File: src/rtl/elevator_scheduler.sv
// SCAN request scheduler that steps the 4-floor elevator core one floor at a time.
// Optional idle parking to floor 0 is enabled by defining ELEV_SCHED_PARK_EN.
module elevator_scheduler #(
   parameter int unsigned FLOOR_W      = 2,
   parameter int unsigned DWELL_CYCLES = 3
`ifdef ELEV_SCHED_PARK_EN
   ,
   parameter int unsigned PARK_CYCLES  = 8
`endif
) (
   input  logic                        clk,
   input  logic                        rst_n,
   input  logic [(1<<FLOOR_W)-1:0]     req,
   input  logic                        emergency,
   input  logic                        z1,
   input  logic                        z0,
   output logic                        x1,
   output logic                        x0,
   output logic                        door_open,
   output logic                        dir_up,
   output logic [(1<<FLOOR_W)-1:0]     pending,
   output logic                        busy
);

   localparam int unsigned NF   = 1 << FLOOR_W;
   localparam int unsigned DW_W = (DWELL_CYCLES > 1) ? $clog2(DWELL_CYCLES) : 1;
   localparam logic [DW_W-1:0]    DWELL_LOAD = DW_W'(DWELL_CYCLES - 1);
   localparam logic [FLOOR_W-1:0] TOP_FLOOR  = FLOOR_W'(NF - 1);

   typedef enum logic [2:0] {
      S_IDLE,
      S_MOVE,
      S_SETTLE,
      S_DWELL,
      S_EMERG
   } state_t;

   state_t              state;
   logic [1:0]          x_r;
   logic [DW_W-1:0]     dwell_cnt;
   logic [FLOOR_W-1:0]  f;
   logic                above_c;
   logic                below_c;
   logic                here_c;
   logic                go_c;
   logic                go_up_c;
   logic                step_bad_c;
   logic                move_bad_c;
   logic                to_dwell_c;
   logic [NF-1:0]       clr_c;

`ifdef ELEV_SCHED_PARK_EN
   localparam int unsigned PK_W = $clog2(PARK_CYCLES + 1);
   logic [PK_W-1:0]     park_cnt;
   logic                parking;
   logic                park_idle_c;
   logic                park_fire_c;
   logic                park_walk_c;

   assign park_idle_c = (pending == '0) && (req == '0) && (f != '0);
   assign park_fire_c = (state == S_IDLE) && park_idle_c && (park_cnt == PK_W'(PARK_CYCLES));
   assign park_walk_c = (state == S_SETTLE) && parking && (pending == '0) && (f != '0);
`endif

   assign f = FLOOR_W'({z1, z0});

   // Hold is applied combinationally so an emergency stops motion in the same cycle.
   assign x1 = x_r[1] & ~emergency;
   assign x0 = x_r[0] & ~emergency;

   // Outstanding calls strictly above / below the current floor.
   always_comb begin
      above_c = 1'b0;
      below_c = 1'b0;
      for (int unsigned i = 0; i < NF; i++) begin
         if (FLOOR_W'(i) > f) above_c = above_c | pending[i];
         if (FLOOR_W'(i) < f) below_c = below_c | pending[i];
      end
   end

   assign here_c = pending[f];

   // Step decision for IDLE and SETTLE; SETTLE keeps the current sweep direction.
   always_comb begin
      go_c    = 1'b0;
      go_up_c = dir_up;
      case (state)
         S_IDLE: begin
            go_c    = above_c | below_c;
            go_up_c = above_c && (dir_up || !below_c);
`ifdef ELEV_SCHED_PARK_EN
            if (park_fire_c) begin
               go_c    = 1'b1;
               go_up_c = 1'b0;
            end
`endif
         end
         S_SETTLE: begin
            go_c = dir_up ? above_c : below_c;
`ifdef ELEV_SCHED_PARK_EN
            if (park_walk_c) begin
               go_c    = 1'b1;
               go_up_c = 1'b0;
            end
`endif
         end
         default: ;
      endcase
   end

   assign step_bad_c = go_up_c ? (f == TOP_FLOOR) : (f == '0);
   assign move_bad_c = ((x_r == 2'b11) && (f == TOP_FLOOR)) || ((x_r == 2'b01) && (f == '0));

   // The current-floor call is consumed whenever the next state is DWELL.
   assign to_dwell_c = !emergency &&
                       ((((state == S_IDLE) || (state == S_SETTLE)) && here_c) ||
                        ((state == S_DWELL) && (req[f] || (dwell_cnt != '0))));
   assign clr_c = to_dwell_c ? (NF'(1) << f) : '0;

   always_ff @(posedge clk or negedge rst_n) begin
      if (!rst_n) begin
         state     <= S_IDLE;
         pending   <= '0;
         x_r       <= 2'b00;
         door_open <= 1'b0;
         dir_up    <= 1'b1;
         busy      <= 1'b0;
         dwell_cnt <= '0;
`ifdef ELEV_SCHED_PARK_EN
         park_cnt  <= '0;
         parking   <= 1'b0;
`endif
      end else begin
         pending <= (pending | req) & ~clr_c;
         if (emergency) begin
            state     <= S_EMERG;
            busy      <= 1'b1;
            x_r       <= 2'b00;
            door_open <= 1'b0;
            dwell_cnt <= '0;
`ifdef ELEV_SCHED_PARK_EN
            parking   <= 1'b0;
`endif
         end else begin
            case (state)
               S_IDLE, S_SETTLE: begin
                  x_r       <= 2'b00;
                  door_open <= 1'b0;
`ifdef ELEV_SCHED_PARK_EN
                  parking   <= park_fire_c | park_walk_c;
`endif
                  if (here_c) begin
                     state     <= S_DWELL;
                     busy      <= 1'b1;
                     door_open <= 1'b1;
                     dwell_cnt <= DWELL_LOAD;
                  end else if (go_c && !step_bad_c) begin
                     state  <= S_MOVE;
                     busy   <= 1'b1;
                     dir_up <= go_up_c;
                     x_r    <= go_up_c ? 2'b11 : 2'b01;
                  end else begin
                     state <= S_IDLE;
                     busy  <= 1'b0;
                  end
               end
               S_MOVE: begin
                  x_r   <= 2'b00;
                  state <= move_bad_c ? S_IDLE : S_SETTLE;
                  busy  <= !move_bad_c;
               end
               S_DWELL: begin
                  x_r <= 2'b00;
                  if (req[f]) begin
                     dwell_cnt <= DWELL_LOAD;
                  end else if (dwell_cnt == '0) begin
                     state     <= S_IDLE;
                     busy      <= 1'b0;
                     door_open <= 1'b0;
                  end else begin
                     dwell_cnt <= dwell_cnt - DW_W'(1);
                  end
               end
               default: begin
                  state     <= S_IDLE;
                  busy      <= 1'b0;
                  x_r       <= 2'b00;
                  door_open <= 1'b0;
               end
            endcase
         end
`ifdef ELEV_SCHED_PARK_EN
         // Park timer only runs while sitting idle off floor 0 with nothing to do.
         if (!emergency && (state == S_IDLE) && park_idle_c && !park_fire_c)
            park_cnt <= park_cnt + PK_W'(1);
         else
            park_cnt <= '0;
`endif
      end
   end

   a_step_legal: assert property (@(posedge clk) disable iff (!rst_n)
      !(({x1, x0} == 2'b11) && (f == TOP_FLOOR)) && !(({x1, x0} == 2'b01) && (f == '0)));

endmodule

File: config.mk
export PLATFORM = sky130hd
export DESIGN_NAME = elevator_scheduler
export DESIGN_NICKNAME = d
export VERILOG_FILES = /design/src/rtl/elevator_scheduler.sv
export SDC_FILE = /design/constraint.sdc
export NUM_CORES = 1
export LEC_CHECK = 0
export CAP_MARGIN = 10
export CORE_MARGIN = 10
export CORE_UTILIZATION = 44
export CTS_CLUSTER_SIZE = 24
export DETAILED_ROUTE_END_ITERATION = 10
export PLACE_DENSITY_LB_ADDON = 0.08
export SLEW_MARGIN = 40
export SYNTH_ARGS = -nofsm -noshare
export SYNTH_HDL_FRONTEND = slang
export SYNTH_SLANG_ARGS = --single-unit
export TNS_END_PERCENT = 10
File: constraint.sdc
create_clock -name clk -period 1.7 [get_ports clk]
set_input_delay 0.17 -clock clk [delete_from_list [all_inputs] [get_ports clk]]
set_output_delay 0.17 -clock clk [all_outputs]
set_load 0.005 [all_outputs]
== After elaboration in Yosys (flattened, before gate mapping) ==
Cells that the tools add are included.

* Flip-flop bits (word level): 14
* Input bits: 9
* Output and inout port bits: 9
* Word-level logic and storage cells: 112

* Add/subtract/negate cells: 1
* $lt $le $gt $ge: 9
* Equality and inequality tests: 11
* Shift-type cells: 1
* Muxes and demuxes: 43
* Bitwise operators: 14
* Reduce and logical (&&, ||, !) cells: 26

{| class="wikitable"
|+ Operators by type and width
! kind !! number
|-
| $mux 2 || 11
|-
| $mux 1 || 21
|-
| $mux 3 || 3
|-
| $pmux 3 s3 || 1
|-
| $logic_and 1x1->1 || 7
|-
| $or 1x1->1 || 7
|-
| $eq 3x2->1 const B || 2
|-
| $ne 3x3->1 const B || 2
|-
| $pmux 1 s3 || 2
|-
| $reduce_and 3->1 || 2
|-
| $logic_or 1x1->1 || 5
|-
| $and 4x4->4 || 1
|-
| $bmux 1 s2 || 2
|-
| $eq 2x2->1 const B || 2
|-
| $gt 1x2->1 const A || 2
|-
| $gt 2x2->1 const A || 2
|-
| $logic_not 1->1 || 4
|-
| $logic_not 2->1 || 2
|-
| $lt 1x2->1 const A || 2
|-
| $lt 2x2->1 const A || 2
|-
| $mux 4 || 1
|-
| $ne 4x4->1 const B || 1
|-
| $not 4->4 || 1
|-
| $or 4x4->4 || 1
|-
| 17 further kinds || 19
|}

== Logic depth before layout (Yosys ltp) ==
* Word-level depth: 19
* Gate-level depth with buffers: 6
* Gate-level depth less buffers: 6

== Least setup slack after synthesis ==
Ideal clock, no wire load.

* Path type: reg-to-reg
* Start: register dwell_cnt[0]
* End: register pending[3]
* Library setup time: 0.126 ns
* Arrival time: 1.479 ns
* Setup slack: 0.095 ns
* Cell stages (with the launch flop): 7
* Path buffers: 0
* Period minus slack after synthesis: 1.605 ns
* Cells stage by stage: dfrtp_1 inv_1 ha_1 and2_1 a221oi_1 a21oi_1 o32a_1

* Word-level cells in the longest chain between the ends: 8

{| class="wikitable"
|+ RTL lines
! what !! line !! text
|-
| start: declaration || 40 || <nowiki>logic [DW_W-1:0] dwell_cnt;</nowiki>
|-
| start signal: assignment || 181 || <nowiki>dwell_cnt <= dwell_cnt - DW_W'(1);</nowiki>
|-
| $reduce_bool 2->1 || 117 || <nowiki>((state == S_DWELL) && (req[f] || (dwell_cnt != '0))));</nowiki>
|-
| $logic_or 1x1->1 || 117 ||
|-
| $logic_and 1x1->1 || 117 ||
|-
| $logic_or 1x1->1 || 116 || <nowiki>((((state == S_IDLE) || (state == S_SETTLE)) && here_c) ||</nowiki>
|-
| $logic_and 1x1->1 || 115 || <nowiki>assign to_dwell_c = !emergency &&</nowiki>
|-
| $mux 4 || 118 || <nowiki>assign clr_c = to_dwell_c ? (NF'(1) << f) : '0;</nowiki>
|-
| $not 4->4 || 134 || <nowiki>pending <= (pending | req) & ~clr_c;</nowiki>
|-
| $and 4x4->4 || 134 ||
|-
| end signal: assignment || 134 ||
|-
| end: declaration || 21 || <nowiki>output logic [(1<<FLOOR_W)-1:0] pending,</nowiki>
|}

Every way passes these cells.
A chain may end at the register's enable or synchronous reset.

== Worst setup path after layout ==
* Start: register dwell_cnt[0]
* End: register dwell_cnt[1]

* Word-level cells in the longest chain between the ends: 5

{| class="wikitable"
|+ RTL lines
! what !! line !! text
|-
| $sub 2x1->2 || 181 ||
|-
| $mux 2 || 176 || <nowiki>end else if (dwell_cnt == '0) begin</nowiki>
|-
| $mux 2 || 174 || <nowiki>if (req[f]) begin</nowiki>
|-
| $pmux 2 s2 || 145 || <nowiki>case (state)</nowiki>
|-
| $mux 2 || 135 || <nowiki>if (emergency) begin</nowiki>
|}

Several ways; a longest one is shown, not always the timed one. The select of a mux whose other input is x is not followed.

==> impl_results.html <==
<table>
<tr><th>Metric</th><th>Value</th></tr>
<tr><th colspan="2">Finish</th></tr>
<tr><td>Fraction of layout cells with a size suffix above 1</td><td>0.303</td></tr>
<tr><td>Post-synthesis to final-layout area growth</td><td>49.8%</td></tr>
<tr><td>Antenna Cells</td><td>0</td></tr>
<tr><td>Area taken by flip-flops and latches</td><td>352 µm²</td></tr>
<tr><td>Final Non-Filler Cells</td><td>157</td></tr>
<tr><td>Final standard cell utilization of the core</td><td>0.722</td></tr>
<tr><td>NumNets Final</td><td>143</td></tr>
<tr><td>Number of filler instances in the final layout</td><td>135</td></tr>
<tr><td>Multi-input gate area</td><td>487 µm²</td></tr>
<tr><th colspan="2">Power</th></tr>
<tr><td>Worst vdd rail ir drop</td><td>0.000343 V</td></tr>
<tr><td>Total power density per cell area</td><td>673 nW/µm²</td></tr>
<tr><td>P_leak</td><td>0.534 nW</td></tr>
<tr><th colspan="2">Critical path</th></tr>
<tr><td>Path depth of the worst reg2reg path</td><td>6</td></tr>
<tr><td>Endpoint kind of the worst setup timing path</td><td>flip-flop</td></tr>
<tr><td>Data arrival time at the worst-slack endpoint</td><td>1870 ps</td></tr>
<tr><td>Worst setup SP type</td><td>flip-flop</td></tr>
<tr><td>Slack of the worst reg-to-reg path</td><td>10 ps</td></tr>
<tr><td>Endpoint required time on the critical path</td><td>1880 ps</td></tr>
<tr><td>Reg-to-reg critical path endpoint</td><td>dwell_cnt[1]</td></tr>
<tr><td>Maximum fanout along the worst path</td><td>4</td></tr>
<tr><td>Reg-to-reg startpoint</td><td>dwell_cnt[0]</td></tr>
<tr><td>CP Class</td><td>reg -&gt; reg</td></tr>
<tr><th colspan="2">Place</th></tr>
<tr><td>Placer congestion estimate</td><td>0.875</td></tr>
<tr><td>Number of instances in the placed design</td><td>153</td></tr>
<tr><td>Post-detailed-placement half-perimeter wirelength</td><td>1960 µm</td></tr>
<tr><td>Total of buffers placed on input and output ports</td><td>17</td></tr>
<tr><th colspan="2">Floorplanning</th></tr>
<tr><td>Area of the core region</td><td>1780 µm²</td></tr>
<tr><td>Horizontal die dimension</td><td>64.2 µm</td></tr>
<tr><td>Rows</td><td>15</td></tr>
<tr><td>Io pins</td><td>18</td></tr>
<tr><td>Chip Height</td><td>64.2 µm</td></tr>
<tr><td>Die area</td><td>4120 µm²</td></tr>
<tr><td>Effective utilization at floorplan</td><td>0.482</td></tr>
<tr><th colspan="2">Timing</th></tr>
<tr><td>Tcrit/Tclk final</td><td>0.994</td></tr>
<tr><td>Worst relative slew slack</td><td>0.735</td></tr>
<tr><td>Post-Route Setup TNS</td><td>0 ps</td></tr>
<tr><td>Worst Max-Slew Pin Slew</td><td>397 ps</td></tr>
<tr><td>Max Transition Viols Final</td><td>0</td></tr>
<tr><td>Final Skew</td><td>2.26 ps</td></tr>
<tr><td>Final number of setup-violating endpoints</td><td>0</td></tr>
<tr><td>Final-layout worst hold slack</td><td>202 ps</td></tr>
<tr><td>Tmin final</td><td>1690 ps</td></tr>
<tr><td>Final hold violation count</td><td>0</td></tr>
<tr><td>Setup repair after global routing missed its margin</td><td>yes</td></tr>
<tr><td>Achievable clock frequency</td><td>592 MHz</td></tr>
<tr><th colspan="2">Status</th></tr>
<tr><td>Run status</td><td>complete, no violations</td></tr>
<tr><th colspan="2">Routing</th></tr>
<tr><td>Final routed DRC violation total</td><td>0</td></tr>
<tr><td>Number of antenna-violating nets in the routed design</td><td>0</td></tr>
<tr><td>Initial drt markers</td><td>42</td></tr>
<tr><td>Mean number of vias per cell</td><td>5.68</td></tr>
<tr><td>Overall via count from detail_route</td><td>891</td></tr>
<tr><td>Final routed wire length divided by cell count</td><td>16.5 µm</td></tr>
<tr><td>First-pass iteration count of the detailed router</td><td>4</td></tr>
<tr><td>Routed wire length</td><td>2590 µm</td></tr>
<tr><th colspan="2">Clock network</th></tr>
<tr><td>Cell at the root of the clock tree</td><td>clkbuf_4</td></tr>
<tr><td>Post-CTS setup repair buffer count</td><td>0</td></tr>
<tr><td>Depth of the CTS H-tree</td><td>1</td></tr>
<tr><td>Maximum clock insertion buffer count</td><td>2</td></tr>
<tr><td>Clock-pin slew reported for the worst setup and hold paths after clock tree synthesis</td><td>90 ps</td></tr>
<tr><td>CTS tree</td><td>built</td></tr>
<tr><td># hold bufs at CTS</td><td>0</td></tr>
<tr><td>Inserted Clock Buffers</td><td>3</td></tr>
<tr><td>Number of clock sinks</td><td>14</td></tr>
<tr><td>Clock latency reported for the late side of the worst-skew pair</td><td>280 ps</td></tr>
<tr><th colspan="2">Job</th></tr>
<tr><td>Reported max-cap violation count</td><td>0</td></tr>
<tr><th colspan="2">Worst hold path</th></tr>
<tr><td>HP Class</td><td>in -&gt; async</td></tr>
<tr><th colspan="2">Synth</th></tr>
<tr><td>Post-synth net total</td><td>99</td></tr>
<tr><td>Fraction of registers with async set or reset after synthesis</td><td>1.00</td></tr>
<tr><td>Number of synthesized flops with an enable pin</td><td>0</td></tr>
<tr><td>Top_reg_cell synth</td><td>dfrtp_1</td></tr>
<tr><td>Post-synthesis cell type count</td><td>39</td></tr>
<tr><td>Total standard cell area after synthesis</td><td>860 µm²</td></tr>
<tr><td>Ys Warns</td><td>0</td></tr>
<tr><td>Part of the Yosys area used for sequential elements</td><td>0.409</td></tr>
<tr><td>Total of flip-flops plus latches after synthesis</td><td>14</td></tr>
<tr><td>Synth Instances</td><td>89</td></tr>
<tr><td>Post-Syn Area per Cell</td><td>9.66 µm²</td></tr>
<tr><th colspan="2">GRT</th></tr>
<tr><td>Global-route total usage across every layer</td><td>0.130</td></tr>
<tr><td>Remaining global-route overflow</td><td>0</td></tr>
<tr><td>Largest net degree at the start of global routing</td><td>15</td></tr>
<tr><td>Via count of the first global-routing pass</td><td>886</td></tr>
<tr><td>Initial antenna violation count</td><td>0</td></tr>
<tr><td>Wire length of the first global-routing pass</td><td>4380 µm</td></tr>
</table>
timing repair:
| action | CTS | global route |
|---|---|---|
| setup endpoints to repair | 6 | 8 |
| pin swaps | 0 | 1 |
| gates resized for setup | 5 | 4 |
where the power goes:
part	total, mW	leakage [nW]	switching [mW]	internal, mW
logic	0.254	0.350	0.121	0.133
registers	0.369	0.163	0.0147	0.355
clock network	0.244	0.0210	0.114	0.130
total	0.867	0.534	0.249	0.618
metrics by stage:
step | power, mW | instance area, µm² | setup WS (ps)
6_report | 0.867 | 1290 | 9.74
5_1_grt | 0.911 | 1290 | -69.6
4_1_cts | 0.864 | 1280 | 23.1
3_5_place_dp | 0.616 | 1230 | -326
3_3_place_gp | 0.609 | 1230 | -293
2_1_floorplan | 0.479 | 860 | 94.5
worst max path at each step:
stage	startpoint	end	slack [ps]
2_1_floorplan	dwell_cnt[0]	pending[3]	90
3_3_place_gp	z0	busy	-290
3_5_place_dp	z0	dir_up	-330
4_1_cts	dwell_cnt[0]	dwell_cnt[1]	20
5_1_grt	dwell_cnt[0]	dwell_cnt[1]	-70
6_report	dwell_cnt[0]	dwell_cnt[1]	10
area by class of cell:
type                    instances  share of cell area
multi-input cells              66               0.378
inverters                       5              0.0146
well taps                      25              0.0243
clock buffers                   4              0.0282
repair buffers                 43               0.282
flip-flops and latches         14               0.273
cell families after synthesis:
group / share of synthesized area
AOI/OAI and AO/OA: 0.269
adders and majority gates: 0.0146
buffers and inverters: 0.0495
DFF: 0.409
muxes: 0.0801
and+or+nand+nor: 0.178
registers in the layout, summed over array words and instances (netlist names):
register and count:
door_open 1, busy 1, x_r 2, state 3
dir_up 1, dwell_cnt 2, pending 4
critical path, stage by stage, from the launching register on:
cell and delay (ps):
dfrtp_1 350, inv_1 50, ha_2 200, and2_4 170, a221o_1 420, a221o_1 340, o31ai_1 70
cells in the final DEF (no fill, tap or decap), types with 2 or more instances in the layout:
master / count
o31ai_1: 2
nor2b_1: 3
nor3_1: 3
nor2_1: 11
dlygate4sd2_1: 2
mux2i_1: 2
nand2_1: 3
dfrtp_1: 13
buf_4: 26
a22oi_1: 2
a221o_1: 2
o211ai_1: 3
o21ai_0: 4
inv_1: 5
clkbuf_4: 3
a21oi_1: 6
clkdlybuf4s50_1: 15
layer usage:
metal / global-route usage / vias up / share of wire
met4: 0.0428 / 0 / 0.0050
met5: 0 / - / 0
li1: - / 426 / -
met1: 0.160 / 423 / 0.42
met3: 0.0383 / 2 / 0.085
met2: 0.211 / 40 / 0.49
cells in the mapped netlist (2+ instances only):
master	number	area (µm²)
o31ai_1	2	15.0
nor2_1	11	41.3
o211ai_1	3	22.5
mux2i_1	2	20.0
nor3_1	3	15.0
o21ai_0	4	20.0
a22oi_1	2	15.0
a211oi_1	2	15.0
inv_1	5	18.8
nor2b_1	4	25.0
a21oi_1	6	30.0
nand2_1	4	15.0
clkbuf_1	2	7.51
dfrtp_1	13	325
a221o_1	2	20.0
(Power assumes the default switching activity.)
